--- src/rtl/serial_word_feeder_pkg.sv ---
// Shared types and limits for the serial word feeder.
package serial_word_feeder_pkg;

  localparam int unsigned WIDTH_MIN = 2;
  localparam int unsigned WIDTH_MAX = 32;

  typedef enum logic [1:0] {
    IDLE  = 2'd0,
    CLR   = 2'd1,
    SHIFT = 2'd2
  } state_t;

endpackage

--- src/rtl/piso_shreg.sv ---
// Loadable left-shifting register with hold; exposes the current MSB.
module piso_shreg #(
  parameter int unsigned WIDTH = 8
) (
  input  logic             clk,
  input  logic             reset,
  input  logic             load_i,
  input  logic             shift_i,
  input  logic [WIDTH-1:0] din_i,
  output logic             msb_o
);

  logic [WIDTH-1:0] sr_q;
  logic [WIDTH-1:0] sr_d;

  // Load wins over shift so a back-to-back word replaces the drained one.
  always_comb begin
    sr_d = sr_q;
    if (load_i) begin
      sr_d = din_i;
    end else if (shift_i) begin
      sr_d = {sr_q[WIDTH-2:0], 1'b0};
    end
  end

  always_ff @(posedge clk) begin
    if (reset) begin
      sr_q <= '0;
    end else begin
      sr_q <= sr_d;
    end
  end

  assign msb_o = sr_q[WIDTH-1];

endmodule

--- src/rtl/serial_word_feeder.sv ---
// Serialises parallel words MSB first, preceded by a one-cycle downstream clear.
module serial_word_feeder
  import serial_word_feeder_pkg::*;
#(
  parameter int unsigned WIDTH = 8
) (
  input  logic             clk,
  input  logic             reset,
  input  logic             in_valid,
  input  logic [WIDTH-1:0] in_word,
  output logic             in_ready,
  input  logic             stall,
  output logic             clr_out,
  output logic             bit_out,
  output logic             bit_valid,
  output logic             bit_last
);

  localparam int unsigned CW = $clog2(WIDTH) + 1;

  if (WIDTH < WIDTH_MIN || WIDTH > WIDTH_MAX) begin : g_width_check
    $error("serial_word_feeder: WIDTH out of range");
  end

  state_t        state_q;
  state_t        state_d;
  logic [CW-1:0] cnt_q;
  logic [CW-1:0] cnt_d;
  logic          load;
  logic          shift;
  logic          msb;
  logic          last;

  assign last = (state_q == SHIFT) && (cnt_q == CW'(1));

  always_ff @(posedge clk) begin
    if (reset) begin
      state_q <= IDLE;
      cnt_q   <= '0;
    end else begin
      state_q <= state_d;
      cnt_q   <= cnt_d;
    end
  end

  // Next state, counter and register control; acceptance reloads the counter.
  always_comb begin
    state_d  = state_q;
    cnt_d    = cnt_q;
    load     = 1'b0;
    shift    = 1'b0;
    in_ready = 1'b0;
    case (state_q)
      IDLE: begin
        in_ready = 1'b1;
        if (in_valid) begin
          load    = 1'b1;
          cnt_d   = CW'(WIDTH);
          state_d = CLR;
        end
      end
      CLR: begin
        state_d = SHIFT;
      end
      SHIFT: begin
        if (!stall) begin
          shift = 1'b1;
          cnt_d = cnt_q - CW'(1);
          if (last) begin
            in_ready = 1'b1;
            if (in_valid) begin
              load    = 1'b1;
              cnt_d   = CW'(WIDTH);
              state_d = CLR;
            end else begin
              state_d = IDLE;
            end
          end
        end
      end
      default: begin
        state_d = IDLE;
      end
    endcase
  end

  piso_shreg #(
    .WIDTH(WIDTH)
  ) u_shreg (
    .clk    (clk),
    .reset  (reset),
    .load_i (load),
    .shift_i(shift),
    .din_i  (in_word),
    .msb_o  (msb)
  );

  // Outputs decode directly from registered state.
  assign clr_out   = (state_q == CLR);
  assign bit_valid = (state_q == SHIFT);
  assign bit_last  = last;
  assign bit_out   = (state_q == SHIFT) ? msb : 1'b0;

endmodule

--- config.mk ---
export PLATFORM = sky130hd
export DESIGN_NAME = serial_word_feeder
export DESIGN_NICKNAME = d
export VERILOG_FILES = /design/src/rtl/serial_word_feeder_pkg.sv /design/src/rtl/piso_shreg.sv /design/src/rtl/serial_word_feeder.sv
export SDC_FILE = /design/constraint.sdc
export NUM_CORES = 1
export LEC_CHECK = 0
export ABC_AREA = 1
export CAP_MARGIN = 10
export CORE_MARGIN = 5
export CORE_UTILIZATION = 49
export DETAILED_ROUTE_END_ITERATION = 12
export PLACE_DENSITY = 0.77
export SYNTH_ARGS = -nofsm -noshare
export SYNTH_HDL_FRONTEND = slang
export SYNTH_SLANG_ARGS = --single-unit
--- constraint.sdc ---
create_clock -name clk -period 1.66 [get_ports clk]
set_clock_uncertainty 0.05 [all_clocks]
set_input_delay 0.249 -clock clk [delete_from_list [all_inputs] [get_ports clk]]
set_output_delay 0.249 -clock clk [all_outputs]
set_load 0.02 [all_outputs]
==> results of run 1 <==
[sequential cells by signal, indices dropped and copies added (netlist names)]
name	flops
u_shreg.sr_q	8
cnt_q	4
state_q	2
[what timing repair did]
action	4_1_cts	5_1_grt
hold buffers	0	0
endpoints found under the setup margin	5	2
resized for setup	9	2
[critical path, cell delays in order, from the launching register on]
cell and delay (ps):
sky130_fd_sc_hd__dfxtp_1 360, sky130_fd_sc_hd__inv_2 50, sky130_fd_sc_hd__nor2_4 110, sky130_fd_sc_hd__buf_4 150, sky130_fd_sc_hd__dlygate4sd2_1 330
[how the worst max path moves through the flow]
stage | from | endpoint | cells after the start
final | state_q[1] | bit_valid | 4
after global routing | state_q[1] | bit_out | 4
after CTS | cnt_q[1] | bit_last | 5
after detailed placement | stall | in_ready | 5
after global placement | stall | in_ready | 5
after floorplan | state_q[1] | in_ready | 4
[report_power, final]
| group | switching, mW | leakage, nW | internal [mW] | total (mW) |
|---|---|---|---|---|
| Sequential | 0.0177 | 0.116 | 0.363 | 0.381 |
| Combinational | 0.130 | 0.423 | 0.112 | 0.242 |
| Clock | 0.119 | 0.0210 | 0.134 | 0.252 |
[logic make-up after synthesis]
logic type	after synthesis	synth area share
adders and majority gates	2	0.0308
AOI/OAI and AO/OA	9	0.0600
DFF	14	0.345
and+or+nand+nor	71	0.435
xor gates and xnor gates	1	0.0108
buffers and inverters	25	0.118
[layout make-up]
cell class	count	area (µm²)
inverter	25	96.3
fill	145	442
multi-input combinational	83	437
sequential	14	282
timing repair buffer	27	229
clock buffer	4	36.3
tap	16	20.0
[routing by layer]
metal	vias up	GRT usage
li1	434	-
met1	355	0.167
met2	17	0.258
met3	5	0.0355
met4	0	0.0638
met5	-	0
[metrics by stage]
stage	util	setup slack (ps)	area [µm²]
global placement	0.698	-177	1080
detailed placement	0.698	-173	1080
global route	0.713	16.2	1100
floorplan	-	199	813
CTS	0.721	13.6	1110
finish	0.713	74.0	1100
[cell usage in the layout (no fill, tap or decap), drive strengths merged, types with 3 or more instances in the layout]
master,n
a21oi,4
buf,12
clkbuf,5
clkdlybuf4s50,11
dfxtp,14
dlygate4sd2,3
inv,25
nand2,36
nand3,16
nor2,18
o21ai,3
==> impl_metrics.ini, run 1 <==
[placement]
dp_cells = 165
port_buffers = 16
place_congestion = 0.782
hpwlAfterDp_mm = 1.42

[floorplan]
floorplan.die_area_um2 = 2570
starting_density_of_the_core = 0.528
placementRows = 14
floorplan.die.width_um = 50.7
floorplan.core_area_um2 = 1540
num_io_pins = 17
die_height_um = 50.7

[worst_setup_path]
wp_data_required_ps = 1360
critPathMaxFanout = 4
crit-reg2reg-launch = cnt_q[1]
reg2regPathDepth = 8
r2r-end = cnt_q[2]
critPathLaunchType = register
setup.worst_path.class = register to output pin
reg2reg_setup_slack_ps = 320
timing.critical_path.arrival_ps = 1290
worst_setup_path_end_kind = output pin

[clock_network]
clk_transition_reported_paths_ps = 90
inserted_clock_buffers = 3
clk_latency_ps = 290
cts_setup_buffers = 0
numClockSinks = 14
cts-root-to-sink-buffers = 2
cts_max_level = 1
cts_tree = yes
clk_root_buffer_cell = sky130_fd_sc_hd__clkbuf_4

[timing]
hold_violations = 0
rsz0062_at_grt = false
finalSetupViolCount = 0
post-route-period-util = 0.955
whs_ps = 419
fmax_ghz = 0.631
slew_violations = 0
period_needed_ps = 1590
setup_tns_ps = 0
tightest_slew_ps = 278
maxSlewHeadroom = 0.814

[global_routing]
grt_pass1_wl_mm = 2.97
global_route.overflow_total = 0
grt_start_max_net_pins = 11
antenna_found_initial = 0
first_global_vias = 739
grt_util_all_layers = 0.148

[synth]
synth_edf_count = 0
syn-cell-area_um2 = 813
ys.warnings.count = 0
synth_seq_cells = 14
synthTopCellsByArea = sky130_fd_sc_hd__dfxtp_1 34%, sky130_fd_sc_hd__nand2_1 13%, sky130_fd_sc_hd__inv_1 11%, sky130_fd_sc_hd__nand3_1 9.8%, sky130_fd_sc_hd__nor2_1 7.4%
synthCells = 122
synth-seq-area-share = 0.345
syn_nets = 136
synth_top_area_frac = 0.345
ys_dominant_reg_cell = sky130_fd_sc_hd__dfxtp_1
synth.largest_area_cell = sky130_fd_sc_hd__dfxtp_1
yosysMostFrequentCell = sky130_fd_sc_hd__nand2_1
synth_top_cells_by_count = 29 x sky130_fd_sc_hd__nand2_1, 23 x sky130_fd_sc_hd__inv_1, 16 x sky130_fd_sc_hd__nand3_1, 16 x sky130_fd_sc_hd__nor2_1, 14 x sky130_fd_sc_hd__dfxtp_1
postSynthAreaPerCell_um2 = 6.67
async_flop_share = 0
post_synth_num_cell_types = 19

[hold_path]
hold_path_class = register to register
worstHoldStart = u_shreg.sr_q[6]
worstHoldEndpoint = u_shreg.sr_q[6]
timing.hold.worst_path_depth = 2

[cells_and_area]
area_growth_pct = 35.2
antenna-diode-count = 0
post_layout_net_count = 168
drive_above_1_share = 0.196
final-instance-count-excl-fill = 169

[routing]
post_drt_via_cell_ratio = 4.80
routed-via-count = 811
routed_wire_length_per_instance_um = 10.5
route.met3.wl_um = 89
dr.max_layer_used = met4
drt_pass_1_iters = 3
met2_wirelength_from_detailed_routing_um = 848
met1_layer_wirelength_in_the_final_routing_um = 801
post-route-drc-count = 0
detailedRoute.firstIterationViolations = 9
total_routed_length_mm = 1.78
number_of_nets_with_antenna_violations_after_detailed_routing = 0

[outcome]
run_status = finished clean

[pwr]
p_leak_nw = 0.560
power-per-cell-area_nw_per_um2 = 796
worst_ir_drop_vdd_mv = 0.530
overall_power_consumption_uw = 875

[flow_run]
max-cap-violations = 0
Note: power is estimated with default switching activity, not from simulation.
==> inputs of run 2 (changes only) <==
Settings changed: GPL_ROUTABILITY_DRIVEN from default to 0.
==> results of run 2 <==
Final layout, timing and power as in run 1 (identical DEF).
==> inputs of run 3 (changes only) <==
Settings changed: SETUP_SLACK_MARGIN from default to 0.5.
==> impl_metrics.ini, run 3 (synthesis gave the netlist of run 1 again) <==
[pwr]
p_leak_nw = 0.645
worst_ir_drop_vdd_mv = 0.774
power-per-cell-area_nw_per_um2 = 751
overall_power_consumption_uw = 978

[worst_setup_path]
setup.worst_path.class = register to register
critPathMaxFanout = 5
timing.critical_path.arrival_ps = 1590
worst_setup_path_end_kind = register
wp_data_required_ps = 1780
critPathLaunchType = register

[routing]
drt_pass_1_iters = 4
routed_wire_length_per_instance_um = 14.1
post-route-drc-count = 0
post_drt_via_cell_ratio = 5.23
detailedRoute.firstIterationViolations = 22
total_routed_length_mm = 2.55
number_of_nets_with_antenna_violations_after_detailed_routing = 0
routed-via-count = 947

[flow_run]
max-cap-violations = 0

[placement]
placed_area_um2 = 1100
preCtsSetupSlack_ps = -178
hpwlAfterDp_mm = 1.36
port_buffers = 16

[floorplan]
floorplan.die.width_um = 50.7
die_height_um = 50.7
floorplan.die_area_um2 = 2570
floorplan.core_area_um2 = 1540
placementRows = 14
num_io_pins = 17
starting_density_of_the_core = 0.528

[hold_path]
hold_path_class = register to register

[clock_network]
inserted_clock_buffers = 3
cts_hold_buf = 0
clk_latency_ps = 290
cts-root-to-sink-buffers = 2
numClockSinks = 14
clk_transition_reported_paths_ps = 90
cts_max_level = 1
cts_tree = yes
clk_root_buffer_cell = sky130_fd_sc_hd__clkbuf_4

[timing]
fmax_ghz = 0.680
slew_violations = 0
whs_ps = 424
finalWorstSetupSlack_ps = 188
tightest_slew_ps = 344
finalSetupViolCount = 0
post-route-period-util = 0.887
period_needed_ps = 1470
hold_violations = 0
setup_tns_ps = 0
maxSlewHeadroom = 0.769
rsz0062_at_grt = true

[cells_and_area]
antenna-diode-count = 0
layout_top_registers = u_shreg.sr_q: 8 flops, cnt_q: 4 flops, state_q: 2 flops
area_growth_pct = 60.2
stdcell_area_um2 = 1300
drive_above_1_share = 0.376
final_common_cell = sky130_fd_sc_hd__nand2_1
post_layout_net_count = 180
largest_register_ffs = 8
registers.top_by_ff_count = u_shreg.sr_q
final_cell_mix = 27 x sky130_fd_sc_hd__nand2_1, 23 x sky130_fd_sc_hd__buf_4, 21 x sky130_fd_sc_hd__inv_1

[global_routing]
grt_start_max_net_pins = 11
grt_pass1_wl_mm = 3.80
grt_util_all_layers = 0.193
first_global_vias = 824
antenna_found_initial = 0
global_route.overflow_total = 0

[outcome]
run_status = finished clean
## run 3: cell count changes in the layout (fill, tap and decap cells not counted), sizes merged
cell / change
clkbuf: -1
buf: +15
dlygate4sd2: -3
nand2: +1
## run 3: final cells by class
class	count	area (µm²)
multi-input combinational	84	527
inverter	25	101
tap	16	20.0
fill	98	239
clock buffer	4	36.3
timing repair buffer	38	328
sequential	14	290
## run 3: per-layer routing
layer,up-vias,part of all wire,global-route usage
li1,462,-,-
met4,0,0.024,0.0340
met3,6,0.071,0.0621
met1,439,0.37,0.227
met5,-,0,0
met2,40,0.53,0.341
## run 3: final timing paths
| path | start | end | slack [ps] | cells after the start |
|---|---|---|---|---|
| worst min register to register | u_shreg.sr_q[0] | u_shreg.sr_q[0] | 420 | 2 |
| worst min-delay path | u_shreg.sr_q[0] | u_shreg.sr_q[0] | 420 | 2 |
| worst max-delay path | cnt_q[1] | u_shreg.sr_q[6] | 190 | 9 |
| worst max register to register | cnt_q[1] | u_shreg.sr_q[6] | 190 | 9 |
## run 3: worst max-delay path, stage by stage, from the launching register on
cell and delay (ps):
sky130_fd_sc_hd__dfxtp_2 330, sky130_fd_sc_hd__inv_2 70, sky130_fd_sc_hd__ha_4 150, sky130_fd_sc_hd__buf_4 120
sky130_fd_sc_hd__nand3_2 100, sky130_fd_sc_hd__nand2_4 140, sky130_fd_sc_hd__buf_6 140, sky130_fd_sc_hd__nand3_1 90
sky130_fd_sc_hd__nand2_1 120, sky130_fd_sc_hd__a21oi_2 60
## run 3: per-stage QoR
stage,util,cells
6_report,0.845,181
3_5_place_dp,0.711,165
5_1_grt,0.845,181
2_1_floorplan,-,122
4_1_cts,0.820,181
3_3_place_gp,0.711,165
## run 3: timing repair
action,4_1_cts,5_1_grt
hold endpoints to repair,0,0
gates resized for setup,44,11
setup endpoints to repair,18,19
buffers inserted,11,0
pin swaps,7,1
cloned,1,0
## run 3: power breakdown
part	internal [mW]	switching [mW]	leakage, nW	total [mW]
combinational	0.159	0.182	0.507	0.341
clock	0.134	0.120	0.0210	0.253
sequential	0.363	0.0208	0.117	0.384
total	0.656	0.323	0.645	0.978
